File: src/rtl/uart_pkg.sv
// Shared UART definitions: frame constants, FSM state encoding and bit-period derivation.
// Used by both the transmitter and the receiver.
package uart_pkg;

  localparam int DATA_BITS = 8;
  localparam int STOP_BITS = 1;
  localparam int FRAME_BITS = 1 + DATA_BITS + STOP_BITS;

  typedef enum logic [1:0] {
    ST_IDLE  = 2'd0,
    ST_START = 2'd1,
    ST_DATA  = 2'd2,
    ST_STOP  = 2'd3
  } uart_state_e;

  function automatic int clks_per_bit(input int clk_freq, input int baud_rate);
    return clk_freq / baud_rate;
  endfunction

endpackage

File: src/rtl/uart_tx_if.sv
// Byte handshake between a producer and the UART transmitter holding register.
interface uart_tx_if;
  logic [7:0] data_in;
  logic       data_valid;
  logic       ready;

  modport master (output data_in, output data_valid, input ready);
  modport slave  (input data_in, input data_valid, output ready);
endinterface

File: src/rtl/uart_baud_gen.sv
// Bit-period timer: counts 0..CLKS_PER_BIT-1 and raises tick during the terminal count.
// A start strobe restarts the period so a new frame gets full-length bits.
module uart_baud_gen #(
  parameter int CLKS_PER_BIT = 10
) (
  input  logic clk,
  input  logic reset,
  input  logic start,
  output logic tick
);

  localparam int CNT_W = (CLKS_PER_BIT > 1) ? $clog2(CLKS_PER_BIT) : 1;
  localparam logic [CNT_W-1:0] TERM = CNT_W'(CLKS_PER_BIT - 1);

  logic [CNT_W-1:0] cnt_q;
  logic [CNT_W-1:0] cnt_d;

  assign tick = (cnt_q == TERM);

  // Next count: restart on strobe, wrap at terminal count.
  always_comb begin
    cnt_d = cnt_q;
    if (start || tick) begin
      cnt_d = {CNT_W{1'b0}};
    end else begin
      cnt_d = cnt_q + CNT_W'(1);
    end
  end

  // Counter register.
  always_ff @(posedge clk) begin
    if (reset) begin
      cnt_q <= {CNT_W{1'b0}};
    end else begin
      cnt_q <= cnt_d;
    end
  end

endmodule

File: src/rtl/uart_tx.sv
// 8N1 UART transmitter with a 1-deep holding register, cts gating and back-to-back frames.
// All outputs are registered; tx idles high.
module uart_tx
  import uart_pkg::*;
#(
  parameter int BAUD_RATE    = 115200,
  parameter int CLK_FREQ     = 12000000,
  parameter int CLKS_PER_BIT = clks_per_bit(CLK_FREQ, BAUD_RATE)
) (
  input  logic      clk,
  input  logic      reset,
  uart_tx_if.slave  bus,
  input  logic      cts,
  output logic      tx,
  output logic      busy,
  output logic      tx_done
);

  localparam int IDX_W = $clog2(DATA_BITS);

  uart_state_e          state_q, state_d;
  logic [7:0]           hold_q, hold_d;
  logic                 hold_full_q, hold_full_d;
  logic [7:0]           shift_q, shift_d;
  logic [IDX_W-1:0]     bit_idx_q, bit_idx_d;
  logic                 tx_q, tx_d;
  logic                 busy_q, busy_d;
  logic                 done_q, done_d;
  logic                 ready_q;
  logic                 accept_s;
  logic                 launch_s;
  logic                 tick_s;

  uart_baud_gen #(.CLKS_PER_BIT(CLKS_PER_BIT)) u_baud (
    .clk   (clk),
    .reset (reset),
    .start (launch_s),
    .tick  (tick_s)
  );

  assign accept_s = bus.data_valid && ready_q;
  assign bus.ready = ready_q;
  assign tx        = tx_q;
  assign busy      = busy_q;
  assign tx_done   = done_q;

  // Next-state logic for the holding register and the frame FSM.
  always_comb begin
    state_d     = state_q;
    hold_d      = hold_q;
    hold_full_d = hold_full_q;
    shift_d     = shift_q;
    bit_idx_d   = bit_idx_q;
    tx_d        = tx_q;
    busy_d      = busy_q;
    done_d      = 1'b0;
    launch_s    = 1'b0;

    if (accept_s) begin
      hold_d      = bus.data_in;
      hold_full_d = 1'b1;
    end else begin
      hold_full_d = hold_full_q;
    end

    case (state_q)
      ST_IDLE: begin
        if (hold_full_q && cts) begin
          launch_s = 1'b1;
        end else begin
          busy_d = 1'b0;
        end
      end
      ST_START: begin
        if (tick_s) begin
          state_d   = ST_DATA;
          tx_d      = shift_q[0];
          bit_idx_d = {IDX_W{1'b0}};
        end else begin
          tx_d = 1'b0;
        end
      end
      ST_DATA: begin
        if (tick_s) begin
          if (bit_idx_q == IDX_W'(DATA_BITS - 1)) begin
            state_d = ST_STOP;
            tx_d    = 1'b1;
          end else begin
            shift_d   = {1'b0, shift_q[7:1]};
            tx_d      = shift_q[1];
            bit_idx_d = bit_idx_q + IDX_W'(1);
          end
        end else begin
          tx_d = tx_q;
        end
      end
      ST_STOP: begin
        if (tick_s) begin
          done_d = 1'b1;
          if (hold_full_q && cts) begin
            launch_s = 1'b1;
          end else begin
            state_d = ST_IDLE;
            busy_d  = 1'b0;
          end
        end else begin
          tx_d = 1'b1;
        end
      end
      default: begin
        state_d = ST_IDLE;
        tx_d    = 1'b1;
        busy_d  = 1'b0;
      end
    endcase

    // Launch never coincides with an accept: ready is low whenever a byte is held.
    if (launch_s) begin
      state_d     = ST_START;
      shift_d     = hold_q;
      hold_full_d = 1'b0;
      tx_d        = 1'b0;
      busy_d      = 1'b1;
      bit_idx_d   = {IDX_W{1'b0}};
    end else begin
      shift_d = shift_d;
    end
  end

  // State and output registers.
  always_ff @(posedge clk) begin
    if (reset) begin
      state_q     <= ST_IDLE;
      hold_q      <= 8'h00;
      hold_full_q <= 1'b0;
      shift_q     <= 8'h00;
      bit_idx_q   <= {IDX_W{1'b0}};
      tx_q        <= 1'b1;
      busy_q      <= 1'b0;
      done_q      <= 1'b0;
      ready_q     <= 1'b1;
    end else begin
      state_q     <= state_d;
      hold_q      <= hold_d;
      hold_full_q <= hold_full_d;
      shift_q     <= shift_d;
      bit_idx_q   <= bit_idx_d;
      tx_q        <= tx_d;
      busy_q      <= busy_d;
      done_q      <= done_d;
      ready_q     <= !hold_full_d;
    end
  end

endmodule

File: src/flat_wrapper.sv
// flat-port wrapper written by rule: the top's interface ports become plain ports
module uart_tx_flat import uart_pkg::*;
#(
  parameter int BAUD_RATE    = 115200,
  parameter int CLK_FREQ     = 12000000,
  parameter int CLKS_PER_BIT = clks_per_bit(CLK_FREQ, BAUD_RATE)
)
  (clk, reset, cts, tx, busy, tx_done, bus_data_in, bus_data_valid, bus_ready);
  uart_tx_if bus_i ();
  input  logic clk;
  input  logic reset;
  input  logic cts;
  output logic tx;
  output logic busy;
  output logic tx_done;
  input wire logic [$bits(bus_i.data_in)-1:0] bus_data_in;
  input wire logic [$bits(bus_i.data_valid)-1:0] bus_data_valid;
  output wire logic [$bits(bus_i.ready)-1:0] bus_ready;
  assign bus_i.data_in = bus_data_in;
  assign bus_i.data_valid = bus_data_valid;
  assign bus_ready = bus_i.ready;
  uart_tx #(.BAUD_RATE(BAUD_RATE), .CLK_FREQ(CLK_FREQ), .CLKS_PER_BIT(CLKS_PER_BIT)) u_core (.clk(clk), .reset(reset), .bus(bus_i), .cts(cts), .tx(tx), .busy(busy), .tx_done(tx_done));
endmodule
File: config.mk
export PLATFORM = sky130hd
export DESIGN_NAME = uart_tx_flat
export DESIGN_NICKNAME = d
export VERILOG_FILES = /design/src/rtl/uart_pkg.sv /design/src/rtl/uart_tx_if.sv /design/src/rtl/uart_baud_gen.sv /design/src/rtl/uart_tx.sv /design/src/flat_wrapper.sv
export SDC_FILE = /design/constraint.sdc
export NUM_CORES = 1
export LEC_CHECK = 0
export ABC_CLOCK_PERIOD_IN_PS = 1900
export CAP_MARGIN = 20
export CELL_PAD_IN_SITES_DETAIL_PLACEMENT = 1
export CELL_PAD_IN_SITES_GLOBAL_PLACEMENT = 1
export CORE_MARGIN = 2
export CORE_UTILIZATION = 32
export CTS_BUF_LIST = sky130_fd_sc_hd__clkbuf_16
export DETAILED_ROUTE_END_ITERATION = 6
export PLACE_DENSITY_LB_ADDON = 0.1
export RECOVER_POWER = 25
export SYNTH_ARGS = -nofsm -noshare
export SYNTH_HDL_FRONTEND = slang
export SYNTH_SLANG_ARGS = --single-unit
export TNS_END_PERCENT = 100
File: constraint.sdc
create_clock -name clk -period 1.9 [get_ports clk]
set_input_delay 0.19 -clock clk [delete_from_list [all_inputs] [get_ports clk]]
set_output_delay 0.19 -clock clk [all_outputs]
set_load 0.03 [all_outputs]
==> results by group, run 1 <==
Pwr
  – Switch Pwr: 0.612 mW
  – Clock Power Share: 36.6%
  – Max VDD drop: 458 uV
  – Sw Ratio: 29.8%
  – Pwr dens: 1050 mW/mm^2
  – Power share of the combinational group: 23.9%
  – Leak Pwr: 0.722 nW
  – Sequential Power Share: 39.5%
  – Pint: 1.44 mW

Floorplan
  – Row Count: 25
  – Die W: 73.7 um
  – Full die area: 0.00543 mm^2
  – I/O pins: 16
  – Placeable Area: 0.00469 mm^2
  – Initial Util: 33.1%
  – Die H: 73.7 um

Drt
  – ANT nets after route: 0
  – Via/cell ratio: 5.49
  – DRT Pass-1 Iters: 4
  – DRT iter0 DRCs: 44
  – WL per Instance: 16.9 um
  – DRC Markers: 0
  – Vias: 1445
  – WL final: 4.44 mm

Timing
  – Slew Viols, Final: 0
  – Final period util: 93.7%
  – Setup tns final: 0 ns
  – Period minus WS final: 1.78 ns
  – Slew headroom: 68.6%
  – Final WS setup: 0.119 ns
  – WHS: 0.456 ns
  – Worst Skew: 0.00403 ns
  – RSZ-0062 raised after global routing: yes
  – FMAX: 0.561 GHz
  – Final Hold Fails: 0
  – Worst-margin pin slew: 0.470 ns
  – Setup Viol. Count Final: 0

Setup path
  – Crit path cell chain: ha_1 > and3_1 > a31oi_1 > nand2b_1 > a311oi_1
  – Critical path arrival: 1.91 ns
  – Crit Path Class: reg2reg
  – Setup crit end kind: flip-flop
  – CP peak stage delay: 0.40 ns
  – WP buf/inv: 0
  – Delay-heaviest family, CP: simple AND/OR/NAND/NOR gates
  – Worst-path maximum fanout: 9
  – Worst path slowest cell: nand2b_1
  – Crit path launch type: flip-flop
  – Data required, critical path: 2.03 ns

Placement
  – Post-Place Worst Slack: 0.105 ns
  – Placed Area: 0.00181 mm^2
  – RD Place Congestion: 0.821
  – Buffers on Ports: 15
  – Detailed placement HPWL: 3.32 mm

Clock network
  – Clock slew seen by the registers of the worst setup and hold paths: 0.05 ns
  – Clk_lat worst skew: 0.28 ns
  – CTS tree: yes
  – Root Driver: clkbuf_16
  – H-tree depth: 2
  – Total CTS buffers: 5
  – CTS Buffer Depth: 2
  – Post-CTS Setup Inserts: 0
  – Clk sink count: 33

GRT
  – First-pass GRT wire length: 7.48 mm
  – Vias in the first global route: 1522
  – Largest net degree at the start of global routing: 17
  – Initial antenna violation count: 0
  – Total GRT Usage: 18.3%
  – Grt ovf: 0

Layout
  – Most frequent cells in the layout: 33 x dfxtp_1, 29 x nand2_1, 15 x nor2_1
  – Nets@finish: 228
  – Area grow syn2layout: 25.3%
  – Layout cell share with drive strength beyond 1: 11.0%
  – Layout Utilization: 41.5%
  – Most common cell after layout, fill and taps aside: dfxtp_1
  – N_diodes: 0
  – Fin area: 0.00195 mm^2

Synth
  – Syn Inst Count: 185
  – Synthesized flop and latch total: 33
  – Netlist cell types: 42
  – EDFF count, synth: 0
  – Synth Flop Type: dfxtp_1
  – Mean Syn Cell Area: 8.39 um^2
  – Post-Syn Area: 0.00155 mm^2
  – Yosys Warn Count: 0
  – Sequential area share after synthesis: 42.5%
  – Syn_nets: 204
  – Asr flop ratio synth: 0%

Hold path
  – Hold Path Class: reg2reg

Job
  – Max Cap Violations: 0

Outcome
  – Status: finished, final reports clean
cell type report:
| class | instances | area (um^2) |
|---|---|---|
| Clock buffer | 5 | 125 |
| Clock inverter | 2 | 7.51 |
| Fill cell | 568 | 2750 |
| Inverter | 7 | 26.3 |
| Multi-Input combinational cell | 135 | 818 |
| Sequential cell | 33 | 661 |
| Tap cell | 54 | 67.6 |
| Timing Repair Buffer | 27 | 240 |
synth_stat cells (2+ instances only):
library cell	n	area share, %
a211oi_1	3	1.5
a21oi_1	12	3.9
a311oi_1	6	3.4
a31oi_1	5	2.0
buf_2	3	0.97
buf_4	2	0.97
clkbuf_1	4	0.97
dfxtp_1	33	43
ha_1	7	5.6
inv_1	7	1.7
nand2_1	29	7.0
nand2b_1	3	1.2
nand3_1	10	3.2
nand3b_1	2	0.97
nand4_1	3	1.2
nor2_1	15	3.6
nor2_2	2	0.81
nor3_1	10	3.2
nor4_1	2	0.81
o21ai_0	2	0.64
xnor2_1	3	1.7
xor2_1	2	1.1
metrics by stage:
step | instances | total power [mW]
after floorplan | 185 | 1.12
after global placement | 256 | 1.29
after detailed placement | 256 | 1.31
after CTS | 263 | 2.07
after global routing | 263 | 2.16
final | 263 | 2.05
power groups by stage:
stage / combinational [mW] / sequential (mW) / clock [mW]
4_1_cts: 0.492 / 0.810 / 0.766
5_1_grt: 0.546 / 0.817 / 0.799
3_5_place_dp: 0.485 / 0.823 / 0
6_report: 0.490 / 0.810 / 0.752
2_1_floorplan: 0.296 / 0.826 / 0
3_3_place_gp: 0.468 / 0.819 / 0
worst paths after layout:
kind	slack (ns)	endpoint	depth (start not counted)	start
setup / recovery	0.12	u_core.shift_q[5]	5	u_core.u_baud.cnt_q[0]
hold / removal	0.46	u_core.u_baud.cnt_q[0]	1	u_core.u_baud.cnt_q[0]
setup reg to reg	0.12	u_core.shift_q[5]	5	u_core.u_baud.cnt_q[0]
hold reg to reg	0.46	u_core.u_baud.cnt_q[0]	1	u_core.u_baud.cnt_q[0]
cells by family after synthesis:
kind of cell | after synthesis | share of synthesized area, %
buffers and inverters | 17 | 4.91
AOI/OAI and AO/OA | 37 | 16.5
adders and majority gates | 7 | 5.64
DFF | 33 | 42.5
muxes | 1 | 0.645
and+or+nand+nor | 85 | 26.9
xor gates and xnor gates | 5 | 2.82
state kept, by name, indices dropped and copies added, names as in the netlist:
| signal | count |
|---|---|
| u_core.bit_idx_q | 3 |
| u_core.bus.ready | 1 |
| u_core.hold_q | 8 |
| u_core.u_baud.cnt_q | 7 |
| u_core.tx_done | 1 |
| u_core.shift_q | 8 |
| u_core.busy | 1 |
| u_core.tx | 1 |
| u_core.hold_full_q | 1 |
| u_core.state_q | 2 |
what timing repair did:
action / in CTS / in global routing
setup endpoints to repair: 0 / 4
gates resized for setup: 0 / 1
hold buffers: 0 / 0
layer usage:
layer / routed length (um) / up-vias / GRT usage [%] / share of wire, %
li1: - / 709 / - / -
met1: 1950 / 710 / 22.0 / 44
met2: 2290 / 21 / 31.4 / 52
met3: 148 / 5 / 4.39 / 3.3
met4: 46 / 0 / 6.46 / 1.0
met5: 0 / - / 0 / 0
Note: power is estimated with default switching activity, not from simulation.
==> inputs of run 2 (changes only) <==
--- a/config.mk
+++ b/config.mk
@@ -5,7 +5,7 @@
 export SDC_FILE = /design/constraint.sdc
 export NUM_CORES = 1
 export LEC_CHECK = 0
-export ABC_CLOCK_PERIOD_IN_PS = 1900
+export ABC_CLOCK_PERIOD_IN_PS = 2000
 export CAP_MARGIN = 20
 export CELL_PAD_IN_SITES_DETAIL_PLACEMENT = 1
 export CELL_PAD_IN_SITES_GLOBAL_PLACEMENT = 1
@@ -15,6 +15,7 @@
 export DETAILED_ROUTE_END_ITERATION = 6
 export PLACE_DENSITY_LB_ADDON = 0.1
 export RECOVER_POWER = 25
+export SETUP_SLACK_MARGIN = 0.2
 export SYNTH_ARGS = -nofsm -noshare
 export SYNTH_HDL_FRONTEND = slang
 export SYNTH_SLANG_ARGS = --single-unit
==> constraint.sdc (replaced) <==
create_clock -name clk -period 2 [get_ports clk]
set_input_delay 0.2 -clock clk [delete_from_list [all_inputs] [get_ports clk]]
set_output_delay 0.2 -clock clk [all_outputs]
set_load 0.03 [all_outputs]
==> run 2 against run 1 <==
Effect of this change:
- sequential share of layout area decreased by 0.85 points
- largest cell class unchanged
- non-clock buffer count down 2
- register-to-register slack better by 0.12 ns
- design area grew 2.8%
- critical path type unchanged
- sequential cell count is the same
- wire length grew 2.5%
- maximum frequency grew 1.0%
- combinational power hardly changed
- largest power group unchanged
- power is 2.1% lower
- critical path depth is 1 higher
- clock skew grew 0.0016 ns
- highest routed layer unchanged
- sequential power decreased by 4.3%
==> results by group, run 2 (synthesis results as in run 1) <==
Layout
  – Non-filler instance count after layout: 262
  – Nets@finish: 226
  – Layout Utilization: 42.6%
  – Fin area: 0.00200 mm^2
  – N_diodes: 0
  – Area grow syn2layout: 28.8%
  – Most common cell after layout, fill and taps aside: dfxtp_1
  – Most frequent cells in the layout: 32 x dfxtp_1, 29 x nand2_1, 14 x nor2_1, 14 x clkdlybuf4s50_1, 12 x a21oi_1
  – Largest registers: u_core.hold_q (8), u_core.shift_q (8), u_core.u_baud.cnt_q (7)
  – Layout cell share with drive strength beyond 1: 15.9%

Drt
  – WL final: 4.55 mm
  – Vias: 1465
  – WL per Instance: 17.4 um
  – Via/cell ratio: 5.59
  – Top sig layer: met4
  – DRT Pass-1 Iters: 4
  – WL met3: 155 um
  – Metal-1 WL: 2.05 mm
  – ANT nets after route: 0
  – Met2 WL: 2.23 mm
  – DRT iter0 DRCs: 79
  – DRC Markers: 0

Setup path
  – Critical path arrival: 1.88 ns
  – Worst-path maximum fanout: 8
  – Data required, critical path: 2.12 ns
  – Crit path launch type: flip-flop
  – Crit Path Class: reg2reg
  – Setup crit end kind: flip-flop
  – Worst reg-to-reg setup slack: 0.24 ns

Outcome
  – Status: finished, final reports clean

Timing
  – RSZ-0062 raised after global routing: yes
  – Period minus WS final: 1.76 ns
  – Slew Viols, Final: 0
  – Final Hold Fails: 0
  – Worst Skew: 0.00566 ns
  – Final period util: 88.2%
  – FMAX: 0.567 GHz
  – Worst-margin pin slew: 0.765 ns
  – Setup tns final: 0 ns
  – WHS: 0.447 ns
  – Setup Viol. Count Final: 0
  – Slew headroom: 49.0%

Pwr
  – Leak Pwr: 0.710 nW
  – Switch Pwr: 0.621 mW
  – Sequential Power Share: 38.6%
  – Power share of the combinational group: 24.5%
  – Pint: 1.39 mW
  – Sw Ratio: 30.9%
  – Pwr dens: 1010 mW/mm^2
  – Clock Power Share: 36.9%
  – Max VDD drop: 354 uV

Clock network
  – Clk sink count: 33
  – H-tree depth: 2
  – CTS tree: yes
  – Root Driver: clkbuf_16
  – Total CTS buffers: 5
  – Clock slew seen by the registers of the worst setup and hold paths: 0.06 ns
  – Clk_lat worst skew: 0.28 ns
  – CTS Buffer Depth: 2

Placement
  – Buffers on Ports: 15
  – Detailed placement HPWL: 3.25 mm
  – RD Place Congestion: 0.859
  – Placed Area: 0.00178 mm^2
  – Placed insts: 252

Floorplan
  – I/O pins: 16
  – Row Count: 25
  – Die W: 73.7 um
  – Initial Util: 33.1%
  – Full die area: 0.00543 mm^2
  – Placeable Area: 0.00469 mm^2
  – Die H: 73.7 um

Hold path
  – Hold Path Class: reg2reg

GRT
  – Initial antenna violation count: 0
  – Grt ovf: 0
  – Vias in the first global route: 1533
  – Total GRT Usage: 18.2%
  – First-pass GRT wire length: 7.48 mm
  – Largest net degree at the start of global routing: 18

Job
  – Max Cap Violations: 0
## run 2: through the flow
| stage | total power [mW] | setup slack (ns) |
|---|---|---|
| finish | 2.01 | 0.237 |
| global route | 2.12 | 0.164 |
| CTS | 1.99 | 0.191 |
| detailed placement | 1.22 | 0.110 |
| global placement | 1.19 | 0.161 |
| floorplan | 1.07 | 0.271 |
## run 2: worst max-delay path, cell delays in order, from the launching register on
cell      delay, ns
dfxtp_1        0.39
inv_1          0.12
ha_1           0.34
nand3b_1       0.23
buf_4          0.21
nor3_1         0.22
a311oi_2       0.08
## run 2: what timing repair did
action | CTS | global route
cloned | 0 | 0
endpoints found under the setup margin | 16 | 20
buffers inserted | 2 | 0
hold buffers | 0 | 0
resized for setup | 4 | 12
pin swaps | 0 | 0
## run 2: power groups by stage
| stage | logic (mW) | registers, mW | clock network (mW) |
|---|---|---|---|
| 3_3_place_gp | 0.413 | 0.781 | 0 |
| 6_report | 0.492 | 0.775 | 0.742 |
| 4_1_cts | 0.463 | 0.770 | 0.760 |
| 2_1_floorplan | 0.282 | 0.784 | 0 |
| 5_1_grt | 0.539 | 0.782 | 0.795 |
| 3_5_place_dp | 0.438 | 0.782 | 0 |
## run 2: worst paths after layout
check	from	end	cells past startpoint
max	u_core.state_q[0]	u_core.shift_q[1]	6
min	u_core.u_baud.cnt_q[0]	u_core.u_baud.cnt_q[0]	1
max reg2reg	u_core.state_q[0]	u_core.shift_q[1]	6
min reg2reg	u_core.u_baud.cnt_q[0]	u_core.u_baud.cnt_q[0]	1
## run 2: final cells by class
| class | count | area (um^2) |
|---|---|---|
| fill | 561 | 2690 |
| multi-input combinational | 135 | 880 |
| sequential | 33 | 662 |
| timing repair buffer | 25 | 221 |
| clock buffer | 5 | 125 |
| tap | 54 | 67.6 |
| inverter | 7 | 26.3 |
| clock inverter | 3 | 17.5 |
## run 2: routing by layer
metal	GRT usage [%]	vias to the layer above
met2	31.4	28
met5	0	-
li1	-	711
met3	4.25	10
met4	7.07	0
met1	21.5	716
